File: config.mk
export PLATFORM = sky130hd
export DESIGN_NAME = lfsr_64bit_en
export DESIGN_NICKNAME = d
export VERILOG_FILES = /design/src/rtl/fv_enc_pkg.sv /design/src/rtl/lfsr_64bit_en.sv
export SDC_FILE = /design/constraint.sdc
export NUM_CORES = 1
export LEC_CHECK = 0
export BUFFER_PORTS_ARGS = -buffer_cell sky130_fd_sc_hd__buf_2
export CORE_ASPECT_RATIO = 1.25
export CORE_UTILIZATION = 47
export DETAILED_ROUTE_END_ITERATION = 8
export PLACE_DENSITY = 0.85
export REMOVE_ABC_BUFFERS = 1
export SETUP_SLACK_MARGIN = 0.3
export SYNTH_ARGS = -nofsm -noshare
export SYNTH_HDL_FRONTEND = slang
export SYNTH_SLANG_ARGS = --single-unit
File: constraint.sdc
create_clock -name clk -period 5.7 [get_ports clk]
set_input_delay 0.855 -clock clk [delete_from_list [all_inputs] [get_ports clk]]
set_output_delay 0.855 -clock clk [all_outputs]
set_load 0.01 [all_outputs]
File: src/rtl/fv_enc_pkg.sv
// Shared LFSR definitions for the fv_enc stream source and its loopback checker.
// The tap set and next-state function must stay bit-identical to lfsr_64bit.
package fv_enc_pkg;

  localparam int LFSR_W = 64;

  // Fibonacci feedback from bits 63, 62, 60, 59 (x^64 + x^63 + x^61 + x^60 + 1)
  localparam logic [LFSR_W-1:0] LFSR_TAPS = 64'hD800_0000_0000_0000;

  typedef enum logic {
    HUNT = 1'b0,
    LOCK = 1'b1
  } chk_state_e;

  function automatic logic [LFSR_W-1:0] lfsr_next(input logic [LFSR_W-1:0] s);
    return {s[LFSR_W-2:0], ^(s & LFSR_TAPS)};
  endfunction

endpackage

File: src/rtl/lfsr_64bit_en.sv
// Reference LFSR for the checker: same polynomial as lfsr_64bit, but seeded by
// a load port and advanced only on enable.
module lfsr_64bit_en
  import fv_enc_pkg::*;
(
  input  logic              clk,
  input  logic              en,
  input  logic              load,
  input  logic [LFSR_W-1:0] load_val,
  output logic [LFSR_W-1:0] state,
  output logic [LFSR_W-1:0] state_nxt
);

  assign state_nxt = lfsr_next(state);

  // Pure datapath register: it is always loaded before it is used, so no reset.
  always_ff @(posedge clk) begin
    if (load) begin
      state <= load_val;
    end else if (en) begin
      state <= state_nxt;
    end
  end

endmodule

==> results by stage <==
Die:
- The floorplan step set the die height to 94.5 µm.
- The initial standard-cell utilization of the core is a little under 50%.
- From left edge to right edge, the die measures between 70 and 80 µm.
- The floorplan step defined a core boundary enclosing about 0.0066 mm².
- The full die area is ~0.007 mm².
- The floorplan has 33 rows.
- The count of boundary I/O pins is ~200.

Yosys:
- The share of the synthesized area in compound gates (AO/OA/AOI/OAI) is 0%.
- Counting instances in the post-synthesis netlist gives the leading cell types as sky130_fd_sc_hd__buf_4 (64), sky130_fd_sc_hd__edfxtp_1 (64), sky130_fd_sc_hd__mux2_2 (64), sky130_fd_sc_hd__buf_6 (5), sky130_fd_sc_hd__xnor2_1 (2).
- The part of the Yosys area used for sequential elements is between 50% and 60%.
- The count of warnings emitted by yosys is 0.
- Averaged over all synthesized cells, the footprint is around 16 µm².
- The xor/xnor cell area share of the yosys netlist is 0.817%.
- The count of different cell masters after synthesis is 8.
- In the synthesized netlist the async set-or-reset flop fraction comes to 0%.
- The simple-gate portion of the synthesized area is 0.194%.
- After Yosys synthesis, full adders, half adders and majority gates account for 0% of the synthesized area.
- In this run, synthesis inferred 64 flip-flops with an integrated enable.
- In the post-synthesis netlist, the biggest area contributors are sky130_fd_sc_hd__edfxtp_1 (60%), sky130_fd_sc_hd__mux2_2 (22%), sky130_fd_sc_hd__buf_4 (15%), sky130_fd_sc_hd__buf_6 (1.8%), sky130_fd_sc_hd__xnor2_1 (0.54%).
- After technology mapping, the gate count stands at between 200 and 250.
- By area, the combinational part of the netlist is dominated by multiplexers.
- The library cell with the largest summed area after synthesis is sky130_fd_sc_hd__edfxtp_1.
- The mapped netlist covers around 0.0032 mm².
- Synthesis inferred 64 register bits.
- The mux share of post-synthesis cell area is between 20% and 30%.
- For this run, the leading register cell type out of synthesis is sky130_fd_sc_hd__edfxtp_1.
- The share of synthesized area in the top cell type comes to 59.7%.

GRT:
- The met3 track utilization from global routing is 4.25%.
- In the global route stage, met2 resource usage came out at approximately 28%.
- The number of antenna violations at the first check in global routing is 0.
- Entering global routing, the biggest net connects 66 pins.
- The via count of the first global-routing pass was 1832.
- The layer flagged by global routing as most heavily used is met2.
- The global-route wire length before repair is about 9000 µm.
- For met1 alone, demand over resource in global routing was about 20%.
- The combined global-route utilization of all metal layers is between 10% and 20%.
- The overflow left after global routing is 0.

Power:
- The switching part of the total is about a quarter.
- The internal power of the cells totals 0.000904 W.
- The completed layout was analyzed and its total power is 0.00122 W.
- The total leakage power is approximately 1.8 nW.
- In this run, the combinational gates consume 20.4% of the power.
- The analysis attributes to net switching a power of between 0.0003 and 0.0004 W.
- The share of total power dissipated in the clock network is between 20% and 30%.
- The worst-case vdd ir drop is 0.172 mV.
- The sequential share of power is between 50 and 60%.
- Power spread over the standard cell area amounts to approximately 300 mW/mm².

Route:
- After detailed routing, the total wire length is roughly 5800 µm.
- The routed via count is around 2000.
- The violation count after the first detailed-routing iteration is 46.
- For this run, the detailed router's first-pass iteration total came to 4.
- The average wire per cell in the routed design is 13.5 µm.
- After detailed routing, the number of remaining DRC violations is 0.
- The detail route stage leaves a number of antenna-violating nets equal to 0.
- Dividing the detail-routed via count by the number of cells gives between 4 and 5.

Worst setup path:
- The largest driver fanout on the critical path is 65.
- Data on the critical path is required at its endpoint by around 5.7 ns.
- The kind of end point of the critical path is a flop.
- The critical path is of the in -> reg type.
- The worst setup path is launched from an input pin.
- The data arrival time of the critical path is between 2 and 3 ns.
- The depth of the worst register-to-register path is 3.

Clock network:
- The hold buffer count at cts is 0.
- The number of gates resized after CTS is 0.
- The H-tree level count is 3.
- TritonCTS built the clock tree.
- The clock passes through at most 2 buffers.
- The library cell used as clock root buffer is sky130_fd_sc_hd__clkbuf_8.
- The total setup buffers inserted after CTS is 0.
- Clock tree synthesis found a total of 64 sinks.
- The clock insertion delay at the later pin of the skew report is 0.32 ns.
- In this run, CTS created clock tree buffers numbering 9.
- The clock slew seen by the registers of the worst setup and hold paths is 0.06 ns.

Flow run:
- Max-cap violations in this run came to 0.

STA:
- Setup repair after global routing left no endpoint under its margin.
- The transition time of the tightest slew-check pin is 0.772 ns.
- The highest clock frequency the design can meet is 0.357 GHz.
- Setup slack on the critical path of the routed design comes to around 2.9 ns.
- Final hold analysis gives a worst-case slack of 0.598 ns.
- Dividing the final minimum period by the clock period gives approximately half.
- The final number of max-transition violations is 0.
- The count of final hold-check violations is 0.
- The worst max-slew margin expressed relative to the limit is between 40% and 50%.
- Setup violations remaining at the end of the flow were counted as 0.
- The largest clock skew in the final design is around 0.007 ns.
- After layout, the minimum clock period comes to between 2 and 3 ns.
- After routing, the total negative slack on setup checks comes to 0 ns.

Finish:
- The register ranked first by flip-flop count is state.
- The fraction of layout instances using a drive strength above 1 is about 80%.
- From synthesis to final layout, the design area changed by 22.6%.
- The flip-flop count of the largest register after layout is between 60 and 70.
- The largest registers in the layout are state: 64 flops.
- The repair_antennas step left the layout with diodes totalling 0.
- In the final design database the tool counted just over 400 nets.

Run status:
- The flow ran to the end, and the final reports show no timing, DRC or antenna violations.

Min path:
- The cell count of the worst hold path is 1.
- The min-delay analysis places its worst path in the category reg -> reg.

Placement:
- Timing analysis after detailed placement gives a worst setup slack of between 2 and 3 ns.
- Routability-driven placement finished with a final weighted congestion of around 0.69.
- The number of port buffers is between 150 and 200.
- The post-detailed-placement half-perimeter wirelength is 4250 µm.
critical path, cell delays in order:
cell,delay [ns]
sky130_fd_sc_hd__buf_2,0.08
sky130_fd_sc_hd__buf_4,0.58
sky130_fd_sc_hd__or2_2,0.69
sky130_fd_sc_hd__buf_4,0.51
per-layer routing:
| metal | vias up | share of wire (%) |
|---|---|---|
| met5 | - | 0 |
| met4 | 0 | 2.0 |
| met3 | 10 | 6.7 |
| met2 | 115 | 52 |
| met1 | 926 | 39 |
| li1 | 946 | - |
cell families after synthesis:
logic type | Yosys count
buf+inv | 70
mux | 64
flops | 64
xor+xnor | 3
simple gates | 1
through the flow:
step	area [µm²]	utilization (%)	cells
2_1_floorplan	2680	-	132
3_3_place_gp	3770	57.1	415
3_5_place_dp	3770	57.1	415
4_1_cts	3950	59.7	430
5_1_grt	3950	59.7	430
6_report	3950	59.7	430
final timing paths:
| path | startpoint | endpoint | slack, ns |
|---|---|---|---|
| max | load | state[46] | 2.90 |
| min | state[39] | state[40] | 0.60 |
| max reg2reg | state[60] | state[0] | 4.36 |
| min reg2reg | state[39] | state[40] | 0.60 |
cell usage in the layout (no fill, tap or decap):
| cell type | n |
|---|---|
| sky130_fd_sc_hd__mux2_2 | 64 |
| sky130_fd_sc_hd__bufinv_16 | 1 |
| sky130_fd_sc_hd__clkinv_1 | 3 |
| sky130_fd_sc_hd__or2_2 | 1 |
| sky130_fd_sc_hd__clkinv_2 | 2 |
| sky130_fd_sc_hd__xnor2_1 | 2 |
| sky130_fd_sc_hd__buf_2 | 194 |
| sky130_fd_sc_hd__edfxtp_1 | 64 |
| sky130_fd_sc_hd__xor2_1 | 1 |
| sky130_fd_sc_hd__buf_4 | 2 |
| sky130_fd_sc_hd__clkbuf_8 | 9 |
final cells by class:
| type | count | area, µm² |
|---|---|---|
| Multi-Input combinational cell | 68 | 753 |
| Fill cell | 540 | 2660 |
| Clock inverter | 6 | 51.3 |
| Tap cell | 87 | 109 |
| Timing Repair Buffer | 196 | 986 |
| Sequential cell | 64 | 1920 |
| Clock buffer | 9 | 124 |
power groups by stage:
stage / registers (W) / clock network [W] / logic, W
CTS: 0.000623 / 0.000359 / 0.000252
global route: 0.000631 / 0.000376 / 0.000269
finish: 0.000622 / 0.000347 / 0.000248
floorplan: 0.000681 / 0 / 0.0000624
detailed placement: 0.000632 / 0 / 0.000251
global placement: 0.000629 / 0 / 0.000248
No activity file was read; power rests on OpenSTA's default activity.
